$ cat src/rtl/mc_control_unit.sv
// Multi-cycle control FSM for the miniRISC datapath: fetch, decode, execute, memory, write-back.
// Owns the memory request/ack handshake with a bounded wait that traps on expiry.
module mc_control_unit #(
    parameter int unsigned Timeout = 16
) (
    input  logic        clk_i,
    input  logic        rst_ni,
    input  logic        start_i,
    input  logic [5:0]  opcode_i,
    input  logic        zero_flag_i,
    input  logic        mem_ack_i,
    output logic        mem_req_o,
    output logic        mem_we_o,
    output logic        addr_sel_o,
    output logic        ir_we_o,
    output logic        pc_we_o,
    output logic [1:0]  pc_src_o,
    output logic        alu_src_imm_o,
    output logic        rf_we_o,
    output logic        wb_sel_o,
    output logic [2:0]  state_o,
    output logic        halted_o,
    output logic        trap_o,
    output logic [31:0] instr_count_o
);

    localparam int unsigned WaitW = $clog2(Timeout + 1);

    localparam logic [5:0] OpRAlu = 6'd0;
    localparam logic [5:0] OpIAlu = 6'd1;
    localparam logic [5:0] OpLd   = 6'd2;
    localparam logic [5:0] OpSt   = 6'd3;
    localparam logic [5:0] OpBr   = 6'd4;
    localparam logic [5:0] OpJ    = 6'd5;
    localparam logic [5:0] OpHalt = 6'd6;

    typedef enum logic [2:0] {
        StIdle   = 3'd0,
        StFetch  = 3'd1,
        StDecode = 3'd2,
        StExec   = 3'd3,
        StMem    = 3'd4,
        StWb     = 3'd5,
        StHalt   = 3'd6,
        StTrap   = 3'd7
    } state_e;

    state_e             state_q, state_d;
    logic [5:0]         op_q, op_d;
    logic [WaitW-1:0]   wait_q, wait_d;
    logic [31:0]        cnt_q, cnt_d;
    logic               retire;
    logic               wait_expired;

    // The request has used its last permitted cycle when wait_q reaches Timeout-1 without ack.
    assign wait_expired = (wait_q == WaitW'(Timeout - 1));

    always_comb begin
        state_d = state_q;
        op_d    = op_q;
        retire  = 1'b0;
        unique case (state_q)
            StIdle: begin
                if (start_i) state_d = StFetch;
            end
            StFetch: begin
                if (mem_ack_i)         state_d = StDecode;
                else if (wait_expired) state_d = StTrap;
            end
            StDecode: begin
                op_d = opcode_i;
                case (opcode_i)
                    OpHalt: begin
                        state_d = StHalt;
                        retire  = 1'b1;
                    end
                    OpJ: begin
                        state_d = StFetch;
                        retire  = 1'b1;
                    end
                    OpRAlu, OpIAlu, OpLd, OpSt, OpBr: state_d = StExec;
                    default: state_d = StTrap;
                endcase
            end
            StExec: begin
                case (op_q)
                    OpRAlu, OpIAlu: state_d = StWb;
                    OpLd, OpSt:     state_d = StMem;
                    OpBr: begin
                        state_d = StFetch;
                        retire  = 1'b1;
                    end
                    default: state_d = StTrap;
                endcase
            end
            StMem: begin
                if (mem_ack_i) begin
                    if (op_q == OpLd) begin
                        state_d = StWb;
                    end else begin
                        state_d = StFetch;
                        retire  = 1'b1;
                    end
                end else if (wait_expired) begin
                    state_d = StTrap;
                end
            end
            StWb: begin
                state_d = StFetch;
                retire  = 1'b1;
            end
            StHalt: state_d = StHalt;
            StTrap: state_d = StTrap;
            default: state_d = StTrap;
        endcase

        // Staying in FETCH/MEM means no ack this cycle; any other move clears the counter.
        if ((state_q == StFetch || state_q == StMem) && state_d == state_q) begin
            wait_d = wait_q + WaitW'(1);
        end else begin
            wait_d = '0;
        end
        cnt_d = retire ? cnt_q + 32'd1 : cnt_q;
    end

    always_ff @(posedge clk_i) begin
        if (!rst_ni) begin
            state_q <= StIdle;
            op_q    <= 6'd0;
            wait_q  <= '0;
            cnt_q   <= 32'd0;
        end else begin
            state_q <= state_d;
            op_q    <= op_d;
            wait_q  <= wait_d;
            cnt_q   <= cnt_d;
        end
    end

    always_comb begin
        mem_req_o     = 1'b0;
        mem_we_o      = 1'b0;
        addr_sel_o    = 1'b0;
        ir_we_o       = 1'b0;
        pc_we_o       = 1'b0;
        pc_src_o      = 2'd0;
        alu_src_imm_o = 1'b0;
        rf_we_o       = 1'b0;
        wb_sel_o      = 1'b0;
        unique case (state_q)
            StFetch: begin
                mem_req_o = 1'b1;
                ir_we_o   = mem_ack_i;
                pc_we_o   = mem_ack_i;
            end
            StDecode: begin
                if (opcode_i == OpJ) begin
                    pc_we_o  = 1'b1;
                    pc_src_o = 2'd2;
                end
            end
            StExec: begin
                alu_src_imm_o = (op_q == OpIAlu) || (op_q == OpLd) || (op_q == OpSt);
                if (op_q == OpBr) begin
                    pc_we_o  = zero_flag_i;
                    pc_src_o = 2'd1;
                end
            end
            StMem: begin
                mem_req_o     = 1'b1;
                addr_sel_o    = 1'b1;
                mem_we_o      = (op_q == OpSt);
                alu_src_imm_o = 1'b1;
            end
            StWb: begin
                rf_we_o  = 1'b1;
                wb_sel_o = (op_q == OpLd);
            end
            default: ;
        endcase
    end

    assign state_o       = state_q;
    assign halted_o      = (state_q == StHalt);
    assign trap_o        = (state_q == StTrap);
    assign instr_count_o = cnt_q;

endmodule
$ cat config.mk
export PLATFORM = sky130hd
export DESIGN_NAME = mc_control_unit
export DESIGN_NICKNAME = d
export VERILOG_FILES = /design/src/rtl/mc_control_unit.sv
export SDC_FILE = /design/constraint.sdc
export NUM_CORES = 1
export LEC_CHECK = 0
export ABC_AREA = 1
export BUFFER_PORTS_ARGS = -buffer_cell sky130_fd_sc_hd__buf_2
export CORE_MARGIN = 3
export CORE_UTILIZATION = 50
export CTS_CLUSTER_SIZE = 28
export DETAILED_ROUTE_END_ITERATION = 16
export GPL_ROUTABILITY_DRIVEN = 0
export HOLD_SLACK_MARGIN = 0.02
export PLACE_DENSITY = 0.74
export SKIP_CTS_REPAIR_TIMING = 1
export SLEW_MARGIN = 30
export SYNTH_ARGS = -nofsm -noshare
export SYNTH_HDL_FRONTEND = slang
export SYNTH_SLANG_ARGS = --single-unit
$ cat constraint.sdc
create_clock -name clk_i -period 2 [get_ports clk_i]
set_input_delay 0.1 -clock clk_i [delete_from_list [all_inputs] [get_ports clk_i]]
set_output_delay 0.1 -clock clk_i [all_outputs]
set_load 0.02 [all_outputs]
==> summary.md, run 1 <==
| Metric | Value |
|---|---|
| Final Power | `2.98 mW` |
| RSZ-0062 raised after global routing | `true` |
| First-pass GRT wire length | `12400 um` |
| Vias post-DR | `just over 3000` |
| Pin count of the biggest net entering global routing | `27` |
| Final Max Tran Viols | `0` |
| Critical path fanouts, max | `5` |
| Synth cell types | `28` |
| Max frequency | `approximately 0.54 GHz` |
| Synth Cell Area | `between 0.002 and 0.003 mm2` |
| NetSw | `about 1.1 mW` |
| Critical Path Source | `wait_q[0]$_SDFF_PN0_` |
| Switching share of power | `between 30% and 40%` |
| Gr usage total | `a little under a quarter` |
| Boundary pin count | `58` |
| Worst slack at placement | `86.4 ps` |
| Row count | `26` |
| Area growth syn-to-layout | `19.8%` |
| Crit share post-route | `92.9%` |
| Die H | `just over 80 um` |
| R2R Path Start | `wait_q[0]$_SDFF_PN0_` |
| CTS sink cnt | `46` |
| Net count of the mapped netlist | `463` |
| Worst endpoint required time | `2220 ps` |
| Crit path capture type | `register` |
| Filler cells | `489` |
| DRT Pass-1 Iters | `5` |
| Clock latency on the worst-skew pair | `300 ps` |
| Post-DP HPWL | `around 5400 um` |
| CTS max path bufs | `2` |
| Crit Path Class | `register to register` |
| Final hold vios | `0` |
| Port Buffer Count | `57` |
| Worst Tran Pin Value | `approximately 500 ps` |
| Peak supply drop | `between 0.0007 and 0.0008 V` |
| Die Span X | `81.2 um` |
| Syn Inst Count | `449` |
| Clock share of power | `around 29%` |
| H-tree levels | `2` |
| Ys Warns | `0` |
| GRT Residual Overflow | `0` |
| Starting Density | `between 50 and 60%` |
| Drt wl/cell | `12.2 um` |
| Initial antenna violation count | `0` |
| Endpoints failing setup | `0` |
| Post-Route Skew | `6.53 ps` |
| Type of the tightest min-delay check | `input pin to register` |
| Total negative slack | `0 ps` |
| CP Launch Type | `register` |
| ANT nets after route | `0` |
| Post-route DRC | `0` |
| Setup crit end | `wait_q[4]$_SDFF_PN0_` |
| Die area | `0.00659 mm2` |
| # nets final | `525` |
| WP data arrival | `2080 ps` |
| Drt total wl | `roughly 7100 um` |
| Final antenna diode count | `0` |
| DR vias/cell | `between 5 and 6` |
| P_int | `roughly 1.9 mW` |
| Vias in the first global route | `just under 3000` |
| TritonCTS clock tree | `built` |
| Syn avg cell area | `6.30 um2` |
| Outcome | `finished clean` |
| CTS Buf Count | `5` |
| Worst flop-to-flop path endpoint | `wait_q[4]$_SDFF_PN0_` |
| Root buffer cell | `clkbuf_8` |
| Max_slew headroom | `66.5%` |
| Comb pwr share | `34.3%` |
| Power Density | `~880 mW/mm2` |
| Reg2reg path depth | `9` |
| Initial DRC Count | `approximately 220` |
| Sequential share of the synthesized area | `about a third` |
| Reg-to-reg slack, setup | `140 ps` |
| Core Area | `around 0.0053 mm2` |
| Sequential share of power | `37.1%` |
| Pleak | `approximately 1.5 nW` |
| Min cycle time layout | `between 1500 and 2000 ps` |
| Max-cap viol count | `0` |
| Yosys reg bits | `46` |
| Worst-path clk slew | `approximately 90 ps` |
| Share of cells above drive strength 1 | `20.5%` |
| Final WS setup | `around 140 ps` |
## power by group through the flow
stage | Sequential [mW] | Clock, mW | Combinational [mW]
2_1_floorplan | 1.11 | 0 | 0.729
3_3_place_gp | 1.12 | 0 | 0.954
3_5_place_dp | 1.12 | 0 | 0.960
4_1_cts | 1.10 | 0.871 | 0.963
5_1_grt | 1.12 | 0.907 | 1.15
6_report | 1.10 | 0.851 | 1.02
## synthesized netlist by cell type
master	number	share of area, %
clkinv_1	1	0.13
buf_6	2	0.80
nor3_1	20	3.5
nand3b_1	2	0.53
inv_2	3	0.40
xnor2_1	4	1.2
clkbuf_1	4	0.53
a21oi_2	10	3.1
ha_1	3	1.3
buf_4	1	0.27
nand2_2	3	0.66
o21ai_0	12	2.1
xor2_1	17	5.3
o21ai_1	2	0.35
buf_2	5	0.88
nor2_2	2	0.44
nand3_1	25	4.4
nand2_1	138	18
or2_2	3	0.66
dfxtp_1	46	33
a21oi_1	27	4.8
o41ai_1	1	0.31
nor2_1	65	8.6
inv_1	39	5.2
nand4_1	10	2.2
nor2_4	2	0.80
a211o_1	1	0.31
and3_1	1	0.22
## final cells by class
cell class	instances	area [um2]	share of cell area (%)
clock inverters	2	60.1	1.77
well taps	70	87.6	2.59
flip-flops and latches	46	922	27.2
inverters	43	161	4.77
multi-input cells	348	1700	50.2
repair buffers	67	373	11.0
clock buffers	6	82.6	2.44
## sequential cells by signal (all words and copies together), names as in the netlist
register       flops
instr_count_o     32
op_q               6
state_o            3
wait_q             5
## logic make-up after synthesis
logic type / Yosys count / share of synthesized area [%]
flops: 46 / 32.6
compound gates: 53 / 11.0
simple gates: 271 / 40.4
fa+ha+maj: 3 / 1.33
xor+xnor: 21 / 6.50
buf+inv: 55 / 8.19
## layout by cell type (no fill, tap or decap), types with 4 or more instances in the layout
cell type  count
nor3_1        18
nand2_1      138
dfxtp_1       45
a21oi_2       10
clkbuf_8       6
xnor2_1        4
inv_1         39
nor2_1        63
nand4_1       10
buf_4          9
nor2_2         4
buf_2         57
o21ai_0       12
xor2_1        17
nand3_1       23
a21oi_1       27
## metrics by stage
stage,area [um2],hold WS [ps],instances,util [%]
after global routing,3390,75.7,582,63.9
after floorplan,2830,235,449,-
after global placement,3200,366,572,60.4
final,3390,55.2,582,63.9
after CTS,3350,46.7,580,63.1
after detailed placement,3200,375,572,60.4
## how the worst min path moves through the flow
stage / startpoint / endpoint / slack, ps / cells past startpoint
2_1_floorplan: opcode_i[1] / op_q[1]$_SDFFE_PN0P_ / 230 / 2
3_3_place_gp: opcode_i[5] / op_q[5]$_SDFFE_PN0P_ / 370 / 3
3_5_place_dp: opcode_i[5] / op_q[5]$_SDFFE_PN0P_ / 370 / 3
4_1_cts: opcode_i[5] / op_q[5]$_SDFFE_PN0P_ / 50 / 3
5_1_grt: opcode_i[4] / op_q[4]$_SDFFE_PN0P_ / 80 / 3
6_report: opcode_i[4] / op_q[4]$_SDFFE_PN0P_ / 60 / 3
## layer usage
layer | routed length, um | global-route usage, % | share of wire (%)
met1 | 3120 | 27.9 | 44
met2 | 3420 | 42.5 | 48
met3 | 345 | 3.22 | 4.9
met4 | 186 | 10.3 | 2.6
met5 | 0 | 0 | 0
## worst max-delay path, cell delays in order, from the launching register on
cell and delay [ps]:
dfxtp_1 330, ha_1 210, and3_1 150, ha_1 200
or2_2 280, nand3_1 80, nand2_1 60, o21ai_1 150
nand3_2 140, nor3_1 190
Note: power is estimated with default switching activity, not from simulation.
==> inputs of run 2 (changes only) <==
clock period = 2.4 ns   (was 2 ns; I/O delays follow)
==> run 2 against run 1 <==
Against the previous run:
- sequential share of layout area rose by 1.0 points
- maximum frequency fell by 6.8%
- utilization fell by 2.3 points
- sequential power fell by 17%
- non-clock buffer count fell by 7
- combinational power fell by 24%
- worst setup slack improved by 260 ps
- global-route usage fell by 1.3 points
- critical endpoint is now instr_count_o[10]$_SDFFE_PN0P_
- highest routed layer unchanged
==> summary.md, run 2 (synthesis results as in run 1) <==
| Metric | Value |
|---|---|
| Final antenna diode count | `0` |
| Final Core Density | `between 60% and 70%` |
| Crit-path cells | `inv_1, nand2_2, nor2_4, nand3_1, nand2_1, nor2_4, buf_4, nor2_1, nand3_1, nand2_1, nor2_1` |
| Type of the tightest min-delay check | `input pin to register` |
| Max-cap viol count | `0` |
| CTS sink cnt | `46` |
| Filler cells | `526` |
| Reg2reg path depth | `11` |
| Gr usage total | `22.4%` |
| Worst endpoint required time | `between 2000 and 3000 ps` |
| Peak supply drop | `between 0.0005 and 0.0006 V` |
| WP data arrival | `2190 ps` |
| Final Max Tran Viols | `0` |
| DRT Pass-1 Iters | `5` |
| Drt total wl | `approximately 7100 um` |
| Post-route DRC | `0` |
| Die area | `roughly 0.0066 mm2` |
| Post-Route Skew | `roughly 6.6 ps` |
| Total negative slack | `0 ps` |
| GRT Residual Overflow | `0` |
| Endpoints failing setup | `0` |
| First-pass GRT wire length | `approximately 12000 um` |
| DR vias/cell | `just over 5` |
| CP Launch Type | `register` |
| Worst flop-to-flop path endpoint | `instr_count_o[10]$_SDFFE_PN0P_` |
| Critical path fanouts, max | `19` |
| Initial antenna violation count | `0` |
| Slowest stage delay, CP | `~410 ps` |
| R2R Path Start | `state_o[0]$_SDFF_PN0_` |
| Crit share post-route | `approximately 83%` |
| Power Density | `~700 mW/mm2` |
| Crit Path Class | `register to register` |
| Clock latency on the worst-skew pair | `~300 ps` |
| Die H | `around 81 um` |
| Worst hold stages | `3` |
| Vias post-DR | `about 3000` |
| Endpoint, Worst Hold | `op_q[4]$_SDFFE_PN0P_` |
| Core Area | `approximately 0.0053 mm2` |
| Die Span X | `about 81 um` |
| ANT nets after route | `0` |
| Share of cells above drive strength 1 | `17.8%` |
| Vias in the first global route | `between 2000 and 3000` |
| Min cycle time layout | `approximately 2000 ps` |
| Final hold vios | `0` |
| CTS Buf Count | `5` |
| Commonest non-fill, non-tap cell in the layout | `nand2_1` |
| Number of flip-flops under the largest register name | `32` |
| Port Buffer Count | `57` |
| Slowest library cell on the worst path | `dfxtp_1` |
| Initial DRC Count | `~130` |
| # nets final | `between 500 and 600` |
| Reg-to-reg slack, setup | `just over 400 ps` |
| RSZ-0062 raised after global routing | `false` |
| Most frequent cells in the layout | `nand2_1, nor2_1, buf_2` |
| Outcome | `finished clean` |
| Pin count of the biggest net entering global routing | `30` |
| Area growth syn-to-layout | `15.4%` |
| Worst Tran Pin Value | `about 450 ps` |
| Post-DP HPWL | `5460 um` |
| Crit path capture type | `register` |
| Max frequency | `about 0.50 GHz` |
| TritonCTS clock tree | `built` |
| Drt wl/cell | `around 12 um` |
| H-tree levels | `2` |
| Max_slew headroom | `70.1%` |
| Worst-path clk slew | `90 ps` |
| Row count | `26` |
| Root buffer cell | `clkbuf_8` |
| Starting Density | `a little over half` |
| Hold_sp | `opcode_i[4]` |
| Pleak | `~1.4 nW` |
| Boundary pin count | `58` |
| CTS max path bufs | `2` |
-- run 2: cell count changes in the layout (fill, tap and decap cells not counted), moves of 2 or more --
| cell | previous run | this run |
|---|---|---|
| buf_4 | 9 | 3 |
| nand3_1 | 23 | 25 |
| nand3_2 | 2 | 0 |
| nor2_1 | 63 | 65 |
| nor2_2 | 4 | 2 |
| nor3_1 | 18 | 20 |
| nor3_2 | 2 | 0 |
-- run 2: area by class of cell --
type	instances	area (um2)	area share (%)
repair buffers	60	308	9.43
well taps	70	87.6	2.68
clock inverters	2	37.5	1.15
flip-flops and latches	46	921	28.2
clock buffers	6	72.6	2.22
multi-input cells	348	1680	51.3
inverters	43	161	4.95
-- run 2: critical path: cells and delay by family (launching register included) --
kind                   cells  cell delay (ps)
AND/OR/NAND/NOR            9             1130
flip-flops                 1              410
buffers and inverters      2              350
-- run 2: worst max path at each step --
stage | startpoint | end | slack [ps] | depth (start not counted)
floorplan | state_o[2]$_SDFF_PN0_ | instr_count_o[19]$_SDFFE_PN0P_ | 540 | 11
global placement | state_o[2]$_SDFF_PN0_ | instr_count_o[8]$_SDFFE_PN0P_ | 540 | 8
detailed placement | state_o[0]$_SDFF_PN0_ | instr_count_o[10]$_SDFFE_PN0P_ | 440 | 11
CTS | state_o[0]$_SDFF_PN0_ | instr_count_o[10]$_SDFFE_PN0P_ | 420 | 11
global route | state_o[1]$_SDFF_PN0_ | instr_count_o[10]$_SDFFE_PN0P_ | 220 | 10
finish | state_o[0]$_SDFF_PN0_ | instr_count_o[10]$_SDFFE_PN0P_ | 410 | 11
-- run 2: report_power, final --
group	total, mW	switching (mW)	internal, mW
clock	0.577	0.266	0.311
combinational	0.774	0.541	0.234
sequential	0.917	0.0907	0.827
total	2.27	0.898	1.37
-- run 2: metrics by stage --
step	hold slack [ps]	instance area, um2	worst slack, ps	total power, mW	instances
2_1_floorplan	255	2830	542	1.53	449
6_report	76.7	3260	408	2.27	575
3_5_place_dp	397	3150	436	1.70	567
4_1_cts	70.3	3260	422	2.27	575
3_3_place_gp	393	3150	538	1.69	567
5_1_grt	75.8	3260	222	2.42	575
-- run 2: routing by layer --
metal  track usage (%)  share of wire (%)  up-vias  routed length [um]
met3              3.88                5.5       16                 390
met2              39.6                 47      110                3370
met4              8.78                2.1        0                 146
li1                  -                  -     1544                   -
met5                 0                  0        -                   0
met1              26.7                 45     1293                3200
